## config.mk

```make
export PLATFORM = sky130hd
export DESIGN_NAME = alu_result_fifo
export DESIGN_NICKNAME = d
export VERILOG_FILES = /design/src/rtl/alu_result_fifo.sv
export SDC_FILE = /design/constraint.sdc
export NUM_CORES = 1
export LEC_CHECK = 0
export BUFFER_PORTS_ARGS = -buffer_cell sky130_fd_sc_hd__buf_2
export CAP_MARGIN = 5
export CORE_ASPECT_RATIO = 0.6
export CORE_MARGIN = 1.5
export CORE_UTILIZATION = 49
export DETAILED_ROUTE_END_ITERATION = 6
export GPL_ROUTABILITY_DRIVEN = 0
export PLACE_DENSITY = 0.74
export SLEW_MARGIN = 40
export SYNTH_ARGS = -nofsm -noshare
export SYNTH_HDL_FRONTEND = slang
export SYNTH_SLANG_ARGS = --single-unit
```

## constraint.sdc

```tcl
create_clock -name clk -period 2.2 [get_ports clk]
set_input_delay 0 -clock clk [delete_from_list [all_inputs] [get_ports clk]]
set_output_delay 0 -clock clk [all_outputs]
set_load 0.01 [all_outputs]
```

## src/rtl/alu_result_fifo.sv

```systemverilog
// ---------------------------------------------------------------------------
// AluResultFifo: first-word fall-through FIFO that buffers ALU results
// ({result, carry, overflow, zero}) between the ALU and a consumer.
//
// Optional feature macro: ALU_STICKY_FLAGS_EN
//   defined   -> sticky_carry / sticky_overflow accumulate the carry and
//                overflow flags of every accepted push; sticky_clr clears them
//                (a setting push in the same cycle as sticky_clr wins).
//   undefined -> sticky outputs are tied to 0 and sticky_clr is ignored.
//
// Parameters
//   DEPTH   entry count, power of two in 2..16
//   DROP_W  width of the saturating drop counter
//
// Ports
//   clk, rst            single clock, synchronous active-high reset
//   in_valid/in_ready   producer handshake; in_ready depends on state only
//   in_result[3:0], in_carry, in_overflow, in_zero   ALU result fields
//   out_valid/out_ready consumer handshake for the head entry
//   out_result[3:0], out_carry, out_overflow, out_zero  head entry (0 if empty)
//   count               current occupancy
//   drop_count          results offered while full (saturating)
//   sticky_carry, sticky_overflow, sticky_clr   accumulated flags
// ---------------------------------------------------------------------------
module alu_result_fifo #(
    parameter int DEPTH  = 4,
    parameter int DROP_W = 4
) (
    input  logic                       clk,
    input  logic                       rst,
    input  logic                       in_valid,
    output logic                       in_ready,
    input  logic [3:0]                 in_result,
    input  logic                       in_carry,
    input  logic                       in_overflow,
    input  logic                       in_zero,
    output logic                       out_valid,
    input  logic                       out_ready,
    output logic [3:0]                 out_result,
    output logic                       out_carry,
    output logic                       out_overflow,
    output logic                       out_zero,
    output logic [$clog2(DEPTH):0]     count,
    output logic [DROP_W-1:0]          drop_count,
    output logic                       sticky_carry,
    output logic                       sticky_overflow,
    input  logic                       sticky_clr
);

    localparam int AW = $clog2(DEPTH);
    localparam logic [AW:0] FULL_CNT = (AW + 1)'(DEPTH);

    logic [6:0]        mem_q [DEPTH];
    logic [AW-1:0]     wrPtr_q, wrPtr_d;
    logic [AW-1:0]     rdPtr_q, rdPtr_d;
    logic [AW:0]       count_q, count_d;
    logic [DROP_W-1:0] dropCnt_q, dropCnt_d;

    logic       doPush;
    logic       doPop;
    logic       doDrop;
    logic [6:0] headEntry;

    // Handshake status comes purely from registered occupancy, so in_ready
    // never depends combinationally on out_ready or in_valid.
    assign in_ready  = (count_q != FULL_CNT);
    assign out_valid = (count_q != '0);
    assign doPush    = in_valid & in_ready;
    assign doPop     = out_valid & out_ready;
    assign doDrop    = in_valid & ~in_ready;

    // Unwritten storage must never leak out, so the head is masked when empty.
    assign headEntry = mem_q[rdPtr_q];
    assign {out_result, out_carry, out_overflow, out_zero} = out_valid ? headEntry : 7'd0;

    assign count      = count_q;
    assign drop_count = dropCnt_q;

    // Next-state for pointers, occupancy and the saturating drop counter.
    // Pointers wrap naturally because DEPTH is a power of two.
    always_comb begin
        wrPtr_d   = wrPtr_q;
        rdPtr_d   = rdPtr_q;
        count_d   = count_q;
        dropCnt_d = dropCnt_q;
        if (doPush) wrPtr_d = wrPtr_q + 1'b1;
        if (doPop)  rdPtr_d = rdPtr_q + 1'b1;
        case ({doPush, doPop})
            2'b10:   count_d = count_q + 1'b1;
            2'b01:   count_d = count_q - 1'b1;
            default: count_d = count_q;
        endcase
        if (doDrop && (dropCnt_q != '1)) dropCnt_d = dropCnt_q + 1'b1;
    end

    always_ff @(posedge clk) begin
        if (rst) begin
            wrPtr_q   <= '0;
            rdPtr_q   <= '0;
            count_q   <= '0;
            dropCnt_q <= '0;
        end else begin
            wrPtr_q   <= wrPtr_d;
            rdPtr_q   <= rdPtr_d;
            count_q   <= count_d;
            dropCnt_q <= dropCnt_d;
        end
    end

    // Storage is not reset; writes are suppressed during reset so a push
    // presented in the reset cycle leaves no trace.
    always_ff @(posedge clk) begin
        if (doPush && !rst) begin
            mem_q[wrPtr_q] <= {in_result, in_carry, in_overflow, in_zero};
        end
    end

`ifdef ALU_STICKY_FLAGS_EN
    logic stickyCarry_q, stickyCarry_d;
    logic stickyOvf_q, stickyOvf_d;

    // Clear first, then set, so a new flag event beats a simultaneous clear.
    always_comb begin
        stickyCarry_d = (stickyCarry_q & ~sticky_clr) | (doPush & in_carry);
        stickyOvf_d   = (stickyOvf_q & ~sticky_clr) | (doPush & in_overflow);
    end

    always_ff @(posedge clk) begin
        if (rst) begin
            stickyCarry_q <= 1'b0;
            stickyOvf_q   <= 1'b0;
        end else begin
            stickyCarry_q <= stickyCarry_d;
            stickyOvf_q   <= stickyOvf_d;
        end
    end

    assign sticky_carry    = stickyCarry_q;
    assign sticky_overflow = stickyOvf_q;
`else
    logic unusedStickyClr;
    assign unusedStickyClr = sticky_clr;
    assign sticky_carry    = 1'b0;
    assign sticky_overflow = 1'b0;
`endif

endmodule
```

==> results of run 1 <==
## power groups by stage
stage | clock network, uW | logic, uW | registers [uW]
detailed placement | 0 | 780 | 1010
global route | 532 | 897 | 1000
finish | 489 | 820 | 989
floorplan | 0 | 498 | 999
global placement | 0 | 746 | 1000
CTS | 500 | 796 | 993
## stage by stage
| stage | TNS (ns) | hold slack, ns | power, uW | setup WS [ns] |
|---|---|---|---|---|
| after floorplan | 0 | 0.09887 | 1498 | 0.02111 |
| after global placement | 0 | 0.2096 | 1748 | 0.07686 |
| after detailed placement | 0 | 0.2207 | 1790 | 0.006511 |
| after CTS | 0 | 0.08168 | 2289 | 0.01198 |
| after global routing | -0.02585 | 0.1023 | 2433 | -0.02585 |
| final | 0 | 0.08787 | 2298 | 0.05258 |
## metal layers
layer / global-route usage / vias to the layer above / share of wire
met2: 0.3361 / 38 / 0.51
met4: 0.07471 / 0 / 0.018
li1: - / 533 / -
met3: 0.05185 / 9 / 0.051
met1: 0.2311 / 536 / 0.42
met5: 0 / - / 0
## area by class of cell
type / instances / area (sq um)
Clock buffer: 8 / 90.09
Fill cell: 247 / 1171
Inverter: 8 / 32.53
Multi-Input combinational cell: 70 / 638.1
Sequential cell: 41 / 1107
Tap cell: 45 / 56.30
Timing Repair Buffer: 42 / 267.8
## sequential cells by signal, indices dropped and copies added, names as in the netlist, named ones only
signal      count
count           3
drop_count      4
wrPtr_q         2
rdPtr_q         2
mem_q          28
## cell families (layout without fill, tap and decap cells)
| group | count (synthesis) | after routing | synth area share |
|---|---|---|---|
| simple gates | 37 | 37 | 0.1261 |
| flops | 41 | 41 | 0.6202 |
| xor+xnor | 3 | 3 | 0.01480 |
| mux | 11 | 11 | 0.1149 |
| other cells | 1 | 2 | 0.002112 |
| buf+inv | 14 | 58 | 0.03453 |
| fa+ha+maj | 7 | 7 | 0.05356 |
| compound gates | 10 | 10 | 0.03383 |
## synth_stat cells (2+ instances only)
cell      number
edfxtp_1      28
dfxtp_1       13
nor2_1         8
nor2b_1        8
inv_1          7
mux4_2         7
ha_1           6
a21oi_1        4
nand2b_1       4
nor3b_1        4
nor3_1         3
xor2_1         3
buf_4          2
clkbuf_1       2
mux2i_1        2
nand2_1        2
or3_1          2
## worst max-delay path: cells and delay by family, from the launching register on
kind / cells / cell delay (ns)
AOI/OAI and AO/OA: 1 / 0.12
xor gates and xnor gates: 1 / 0.16
adders and majority gates: 2 / 0.47
buffers and inverters: 2 / 0.13
DFF: 1 / 0.34
and+or+nand+nor: 3 / 0.87
## path summary, 6_finish.rpt
kind,startpoint,endpoint,slack (ns),depth (start not counted)
max,count[2],count[2],0.05,9
min,rst,count[0],0.09,2
max reg2reg,count[2],count[2],0.05,9
min reg2reg,rdPtr_q[1],rdPtr_q[1],0.51,2
## timing repair
action                     in CTS  in global routing
pin swaps                       0                  1
hold buffers                    7                  0
hold endpoints to repair       28                  0
gates resized for setup         0                  2
gates cloned                    0                  0
buffers inserted                1                  0
setup endpoints to repair       1                  1
==> key figures, run 1 <==
Run status
  • Status: complete, no violations

Cells and area
  • Final core utilization: 0.6518
  • Final Non-Filler Cells: ~210
  • Share of cells above drive strength 1: 0.3550
  • Final instance area: 2192 sq um
  • Most common cell after layout, fill and taps aside: edfxtp_1
  • Nets: 187
  • Area growth syn-to-layout: 23.47%
  • Most frequent cells in the layout: edfxtp_1 (28), buf_2 (26), dfxtp_1 (10), buf_4 (9)
  • Antenna Cells: 0

Route
  • Post-DRT Antenna Nets: 0
  • Final wirelength: 3358 um
  • First-pass iteration count of the detailed router: 4
  • Vias: 1116
  • DRC: 0
  • DR iter-0 viols: 85
  • Vias per cell: about 5.2
  • Post-DR wirelength/cell: 15.69 um

CTS
  • TritonCTS Buffers: 5
  • H-Tree Level Count: 2
  • Root Buffer: clkbuf_8
  • Clock Latency Late Sink: 0.29 ns
  • CTS sink cnt: 41
  • Maximum clock path buffer count: 2
  • Clock transition at path regs: 0.07 ns
  • TritonCTS clock tree: yes

Timing
  • Max-slew violations: 0
  • Max Clk Rate: 465.7 MHz
  • Clock Skew: 0.003424 ns
  • RSZ-0062 raised after global routing: yes
  • Final setup vio count: 0
  • Final min period: around 2.1 ns
  • Fin. Hold Viols: 0
  • Fin crit share: 0.9761

Die
  • # rows: 16
  • Chip Width: 80.71 um
  • Core area: 3363 sq um
  • Num ports: 30
  • Die area: 4005 sq um
  • Initial Util: 0.5279
  • Die height: around 50 um

Placed design
  • DP Wirelength: 2349 um
  • DP Cell Count: 198
  • Placed Area: 2011 sq um
  • IO Port Bufs: 26

Synthesis
  • FFs w/ async S/R, synth: 0
  • Count of cell types in the netlist: 36
  • Leading area contributor after synthesis: edfxtp_1
  • Yosys top cell area share: 0.4736
  • Synth Register Bits: 41
  • Mapped Avg Cell Area: 14.32 sq um
  • Gate count of the mapped netlist: about 120
  • Seq/Total Area, Yosys: 0.6202
  • Netlist Area Pre-Place: 1775 sq um
  • Main flop type after synthesis: edfxtp_1
  • Synth top area cells: edfxtp_1 (47%), dfxtp_1 (15%), mux4_2 (8.9%), ha_1 (4.2%), nor2b_1 (2.8%)
  • Number of flops mapped to enable cells by yosys: 28
  • Synth Warn #: 0

Pwr
  • LEAKAGE: ~0.00084 uW
  • NetSw: 719.6 uW
  • Logic pwr share: 0.357
  • Clock power share: 0.213
  • Switching Share: 0.3131
  • Int Pwr: 1579 uW
  • Power per Cell Area: 1048 nW/um^2
  • Sequential power share: 0.430
  • Peak supply drop: roughly 0.48 mV

Global route
  • Antenna violations before repair: 0
  • Grt total ovfl: 0
  • First-pass GRT wire length: 5492 um
  • Vias in the first global route: 1147
  • Pin count of the biggest net entering global routing: 21
  • Tot GR Track Use: 0.1938

Min path
  • Worst min path class: input pin to flip-flop

Setup path
  • Largest stage delay, worst path: 0.38 ns
  • Crit. End Element: flip-flop
  • WP data arrival: between 2 and 2.5 ns
  • Maximum fanout along the worst path: 5
  • Crit path cell chain: or3b_4, and2_4, inv_4, ha_4, inv_1, fa_2, xor2_1, or3_1, a21oi_2
  • Worst Setup Start Kind: flip-flop
  • Data required, critical path: 2.42 ns
  • Crit-path slowest cell: or3b_4
  • Setup CP Type: flip-flop to flip-flop

Job
  • Max Cap Viol: 0
Note: power is estimated with default switching activity, not from simulation.
==> inputs of run 2 (changes only) <==
Settings changed: CORE_UTILIZATION 49 to 59, PLACE_DENSITY 0.74 to 0.83, RECOVER_POWER set to 25, SLEW_MARGIN 40 to unset.
Clock period 2.2 ns to 2.7 ns, I/O delays scaled along.
==> run 2 against run 1 <==
Effect of this change:
- first-iteration DRC count up 79%
- cell area is 4.5% lower
- flip-flop and latch count is the same
- hold slack worse by 0.028 ns
- critical endpoint unchanged
- power is 21% lower
- die area down 16%
- largest cell class unchanged
==> key figures, run 2 (synthesized netlist as in run 1, its figures left out) <==
Run status
  • Status: complete, no violations (unchanged)

Die
  • Initial Util: 0.6183 (was 0.5279)
  • Core area: 2872 sq um (was 3363 sq um)
  • Chip Width: 73.82 um (was 80.71 um)
  • Num ports: 30 (unchanged)
  • Die height: 45.49 um (was 49.63 um)
  • Die area: 3358 sq um (was 4005 sq um)
  • # rows: 15 (was 16)

Timing
  • Final min period: 2.471 ns (was 2.147 ns)
  • TNS Setup: 0 ns (unchanged)
  • Final setup vio count: 0 (unchanged)
  • Fin. Hold Viols: 0 (unchanged)
  • RSZ-0062 raised after global routing: no (was yes)
  • Worst Tran Pin Value: between 1 and 1.5 ns
  • Fin crit share: 0.9153 (was 0.9761)
  • Max-slew violations: 0 (unchanged)
  • Max Clk Rate: 404.7 MHz (was 465.7 MHz)
  • Clock Skew: 0.008072 ns (was 0.003424 ns)
  • Relative slew slack: 0.2012

Placed design
  • DP Wirelength: 2209 um (was 2349 um)
  • IO Port Bufs: 26 (unchanged)

Setup path
  • Maximum fanout along the worst path: 8 (was 5)
  • Depth of the most critical reg-to-reg path: 9 (unchanged)
  • Reg2reg start: count[2] (unchanged)
  • Setup CP Type: flip-flop to flip-flop (unchanged)
  • Worst Setup Start Kind: flip-flop (unchanged)
  • Data required, critical path: 2.94 ns (was 2.42 ns)
  • Flop2flop setup slack: 0.23 ns (was 0.05 ns)
  • Reg2Reg Capture Point: count[2] (unchanged)
  • WP data arrival: 2.71 ns (was 2.37 ns)
  • Crit. End Element: flip-flop (unchanged)

Route
  • DRC: 0 (unchanged)
  • Post-DRT Antenna Nets: 0 (unchanged)
  • Vias: 1087 (was 1116)
  • Final wirelength: 3141 um (was 3358 um)
  • First-pass iteration count of the detailed router: 4 (unchanged)
  • Post-DR wirelength/cell: 15.47 um (was 15.69 um)
  • Vias per cell: 5.355 (was 5.215)
  • DR iter-0 viols: 152 (was 85)

Cells and area
  • Nets: 179 (was 187)
  • Max reg flops: 28 (unchanged)
  • Top reg by flops: mem_q (unchanged)
  • Area growth syn-to-layout: 17.90% (was 23.47%)
  • Most common cell after layout, fill and taps aside: edfxtp_1 (unchanged)
  • # fillers: 186 (was 247)
  • Antenna Cells: 0 (unchanged)
  • Most frequent cells in the layout: edfxtp_1 (28), buf_2 (20), dfxtp_1 (13), nor2b_1 (8), nor2_1 (8) (was edfxtp_1 (28), buf_2 (26), dfxtp_1 (10), buf_4 (9))
  • Share of cells above drive strength 1: 0.2484 (was 0.3550)

Min path
  • Worst min path class: input pin to flip-flop (unchanged)
  • Worst hold stages: 2 (unchanged)
  • Hold Path Sink: count[0] (unchanged)
  • Hold Startpoint: rst (unchanged)

Pwr
  • Peak supply drop: 0.3811 mV (was 0.4764 mV)
  • Sequential power share: 0.461 (was 0.430)
  • LEAKAGE: 0.0007761 uW (was 0.0008350 uW)
  • Switching Share: 0.3279 (was 0.3131)
  • Logic pwr share: 0.306 (was 0.357)
  • NetSw: 591.9 uW (was 719.6 uW)
  • Power per Cell Area: 862.3 nW/um^2 (was 1048 nW/um^2)
  • Int Pwr: 1213 uW (was 1579 uW)
  • Clock power share: 0.233 (was 0.213)
  • Total power draw: 1805 uW (was 2298 uW)

CTS
  • H-Tree Level Count: 2 (unchanged)
  • TritonCTS clock tree: yes (unchanged)
  • Root Buffer: clkbuf_8 (unchanged)
  • CTS sink cnt: 41 (unchanged)
  • Clock transition at path regs: 0.08 ns (was 0.07 ns)
  • Maximum clock path buffer count: 2 (unchanged)
  • TritonCTS Buffers: 5 (unchanged)
  • Clock Latency Late Sink: 0.30 ns (was 0.29 ns)
  • Setup bufs post-CTS: 0 (was 1)

Global route
  • First-pass GRT wire length: 5016 um (was 5492 um)
  • Tot GR Track Use: 0.2176 (was 0.1938)
  • Antenna violations before repair: 0 (unchanged)
  • Grt total ovfl: 0 (unchanged)
  • Vias in the first global route: 1093 (was 1147)
  • Pin count of the biggest net entering global routing: 21 (unchanged)

Job
  • Max Cap Viol: 0 (unchanged)
-- run 2: cell count changes in the layout (fill, tap and decap cells not counted), sizes merged --
| cell | before | now |
|---|---|---|
| buf | 35 | 20 |
| clkbuf | 8 | 13 |
| clkinv | 0 | 2 |
-- run 2: layout make-up --
class                   count  area (sq um)  area share
multi-input cells          70         616.8      0.2947
repair buffers             34         196.4     0.09384
clock buffers               6         82.58     0.03945
well taps                  42         52.55     0.02510
clock inverters             2         13.76    0.006575
inverters                   8         30.03     0.01435
flip-flops and latches     41          1101      0.5260
-- run 2: how the worst max path moves through the flow --
| stage | start | end | slack (ns) | cells after the start |
|---|---|---|---|---|
| global placement | count[2] | count[2] | 0.38 | 9 |
| detailed placement | count[2] | count[2] | 0.27 | 9 |
| finish | count[2] | count[2] | 0.23 | 9 |
| CTS | count[2] | count[2] | 0.25 | 9 |
| global route | count[2] | count[2] | 0.12 | 9 |
| floorplan | count[2] | count[2] | 0.33 | 9 |
-- run 2: through the flow --
| step | setup slack, ns | hold slack (ns) | utilization | instances | instance area, sq um |
|---|---|---|---|---|---|
| 3_3_place_gp | 0.3829 | 0.2125 | 0.6723 | 187 | 1931 |
| 4_1_cts | 0.2453 | 0.05867 | 0.7303 | 202 | 2097 |
| 3_5_place_dp | 0.2656 | 0.2256 | 0.6723 | 187 | 1931 |
| 2_1_floorplan | 0.3292 | 0.09887 | - | 125 | 1779 |
| 6_report | 0.2288 | 0.05999 | 0.7290 | 203 | 2093 |
| 5_1_grt | 0.1209 | 0.07709 | 0.7290 | 203 | 2093 |
-- run 2: repair_timing --
action                                 CTS  global route
endpoints found under the hold margin   28             0
hold buffers                             7             0
gates resized for setup                  0             0
-- run 2: metal layers --
metal,track usage,wire length (um)
met1,0.2651,1304
met2,0.3640,1537
met3,0.06637,213
met4,0.1037,86
met5,0,0
-- run 2: power groups by stage --
stage | registers [uW] | logic [uW] | clock network, uW
floorplan | 807 | 396 | 0
global placement | 838 | 518 | 0
detailed placement | 847 | 546 | 0
CTS | 832 | 556 | 426
global route | 845 | 606 | 447
finish | 832 | 553 | 421
-- run 2: critical path: stages (launching register included) --
cell	delay (ns)
dfxtp_1	0.47
or3b_1	0.40
and2_4	0.19
inv_2	0.09
ha_1	0.20
inv_1	0.08
fa_1	0.37
xor2_1	0.16
or3_1	0.30
a21oi_1	0.14
==> inputs of run 3 (changes only) <==
Settings changed: MAX_ROUTING_LAYER set to met4, SETUP_SLACK_MARGIN set to 0.3.
==> run 3 against run 2 <==
Effect of this change:
- first-iteration DRC count shrank 30%
- largest cell class unchanged
- die area is the same
- count of clock-buffer cells in the layout is the same
- critical path type unchanged
- via count grew 0.18%
- wire length grew 1.2%
==> key figures, run 3 (synthesized netlist as in run 1, its figures left out) <==
Setup path
  • Worst setup path startpoint: count[0] (was count[2])
  • Setup CP Type: flip-flop to flip-flop (unchanged)
  • Crit-path slowest cell: or3b_1 (was dfxtp_1)
  • Reg2reg start: count[0] (was count[2])
  • Worst Setup Start Kind: flip-flop (unchanged)
  • Data required, critical path: 2.93 ns (was 2.94 ns)
  • Crit path cell chain: or3b_1, and2_4, inv_4, ha_4, inv_1, fa_1, xor2_1, or3_1, a21oi_1 (was or3b_1, and2_4, inv_2, ha_1, inv_1, fa_1, xor2_1, or3_1, a21oi_1)
  • Crit. End Element: flip-flop (unchanged)
  • Largest stage delay, worst path: 0.39 ns (was 0.47 ns)
  • Maximum fanout along the worst path: 8 (unchanged)
  • WP data arrival: 2.54 ns (was 2.71 ns)

Cells and area
  • Antenna Cells: 0 (unchanged)
  • Top reg by flops: mem_q (unchanged)
  • # fillers: 187 (was 186)
  • Most frequent cells in the layout: edfxtp_1 (28), buf_2 (20), dfxtp_1 (10), nor2b_1 (8), nor2_1 (8) (was edfxtp_1 (28), buf_2 (20), dfxtp_1 (13), nor2b_1 (8), nor2_1 (8))
  • Area growth syn-to-layout: 19.24% (was 17.90%)
  • Final instance area: 2117 sq um (was 2093 sq um)
  • Register area: 1110 sq um (was 1101 sq um)
  • Most common cell after layout, fill and taps aside: edfxtp_1 (unchanged)
  • Share of cells above drive strength 1: 0.2733 (was 0.2484)
  • Nets: 179 (unchanged)
  • Final core utilization: 0.7373 (was 0.7290)
  • Area used by multi-input combinational logic: 629.4 sq um (was 616.8 sq um)
  • Max reg flops: 28 (unchanged)

Global route
  • Tot GR Track Use: 0.2246 (was 0.2176)
  • First-pass GRT wire length: 5002 um (was 5016 um)
  • Pin count of the biggest net entering global routing: 21 (unchanged)
  • Vias in the first global route: 1088 (was 1093)
  • Grt total ovfl: 0 (unchanged)
  • Antenna violations before repair: 0 (unchanged)

Route
  • DR iter-0 viols: 106 (was 152)
  • Vias per cell: 5.365 (was 5.355)
  • Post-DR wirelength/cell: 15.66 um (was 15.47 um)
  • Vias: 1089 (was 1087)
  • Post-DRT Antenna Nets: 0 (unchanged)
  • First-pass iteration count of the detailed router: 4 (unchanged)
  • DRC: 0 (unchanged)
  • Final wirelength: 3178 um (was 3141 um)

Run status
  • Status: complete, no violations (unchanged)

Pwr
  • Power per Cell Area: 869.4 nW/um^2 (was 862.3 nW/um^2)
  • Sequential power share: 0.458 (was 0.461)
  • Clock power share: 0.228 (was 0.233)
  • Int Pwr: 1237 uW (was 1213 uW)
  • Peak supply drop: 0.3898 mV (was 0.3811 mV)
  • Logic pwr share: 0.314 (was 0.306)
  • LEAKAGE: 0.0007775 uW (was 0.0007761 uW)
  • Total power draw: 1840 uW (was 1805 uW)
  • Switching Share: 0.3281 (was 0.3279)
  • NetSw: 603.8 uW (was 591.9 uW)

Timing
  • RSZ-0062 raised after global routing: no (unchanged)
  • Max-slew violations: 0 (unchanged)
  • Relative slew slack: 0.2016 (was 0.2012)
  • Clock Skew: 0.009619 ns (was 0.008072 ns)
  • Fin. Hold Viols: 0 (unchanged)
  • Worst Tran Pin Value: 1.195 ns (was 1.196 ns)
  • TNS Setup: 0 ns (unchanged)
  • Fin crit share: 0.8559 (was 0.9153)
  • Final min period: 2.311 ns (was 2.471 ns)
  • Max Clk Rate: 432.7 MHz (was 404.7 MHz)
  • Final setup vio count: 0 (unchanged)

CTS
  • Clock Latency Late Sink: 0.30 ns (about the same)
  • Setup bufs post-CTS: 0 (unchanged)
  • TritonCTS Buffers: 5 (unchanged)
  • CTS sink cnt: 41 (unchanged)
  • Root Buffer: clkbuf_8 (unchanged)
  • Clock transition at path regs: 0.08 ns (about the same)
  • Maximum clock path buffer count: 2 (unchanged)
  • TritonCTS clock tree: yes (unchanged)
  • H-Tree Level Count: 2 (unchanged)

Die
  • Initial Util: 0.6183 (unchanged)
  • Core area: 2872 sq um (unchanged)
  • Num ports: 30 (unchanged)
  • Die height: 45.49 um (unchanged)
  • Chip Width: 73.82 um (unchanged)
  • # rows: 15 (unchanged)
  • Die area: 3358 sq um (unchanged)

Job
  • Max Cap Viol: 0 (unchanged)

Placed design
  • IO Port Bufs: 26 (unchanged)
  • Placed Area: 1931 sq um (unchanged)
  • DP Wirelength: 2209 um (unchanged)

Min path
  • Worst min path class: input pin to flip-flop (unchanged)
  • Hold Startpoint: rst (unchanged)
==> run 3: cell type report <==
class                      count  share of cell area
tap                           42             0.02482
clock buffer                   6             0.03901
inverter                       8             0.01537
multi-input combinational     70              0.2973
timing repair buffer          34             0.09279
sequential                    41              0.5242
clock inverter                 2            0.006501
==> run 3: worst paths after layout <==
path                              endpoint  depth (start not counted)  slack (ns)
worst max-delay path              count[2]                          9        0.39
worst min-delay path              count[0]                          2        0.06
worst min register to register  wrPtr_q[1]                          2        0.53
worst max register to register    count[2]                          9        0.39
==> run 3: through the flow <==
stage	hold slack [ns]	setup slack [ns]	instances
global placement	0.2125	0.3829	187
floorplan	0.09887	0.3292	125
detailed placement	0.2256	0.2656	187
CTS	0.05855	0.3111	202
finish	0.06070	0.3891	203
global route	0.07970	0.2829	203
==> run 3: critical path, delay by kind of cell (launching register included) <==
kind	cells	cell delay [ns]
buffers and inverters	2	0.14
AOI/OAI and AO/OA	1	0.14
DFF	1	0.38
adders and majority gates	2	0.52
xor gates and xnor gates	1	0.16
and+or+nand+nor	3	0.89
==> run 3: per-layer routing <==
| metal | up-vias | global-route usage | wire length, um |
|---|---|---|---|
| li1 | 520 | - | - |
| met1 | 518 | 0.2666 | 1384 |
| met2 | 47 | 0.3622 | 1597 |
| met3 | 4 | 0.06637 | 166 |
| met4 | 0 | 0.1037 | 29 |
| met5 | - | - | 0 |
==> run 3: timing repair <==
action	CTS	global route
hold buffers	7	0
endpoints found under the hold margin	28	0
setup endpoints to repair	1	15
resized for setup	2	6
==> run 3: power groups by stage <==
stage,Clock [uW],Combinational (uW),Sequential [uW]
final,420,578,842
after global routing,447,632,854
after CTS,426,557,835
after detailed placement,0,546,847
after global placement,0,518,838
after floorplan,0,396,807
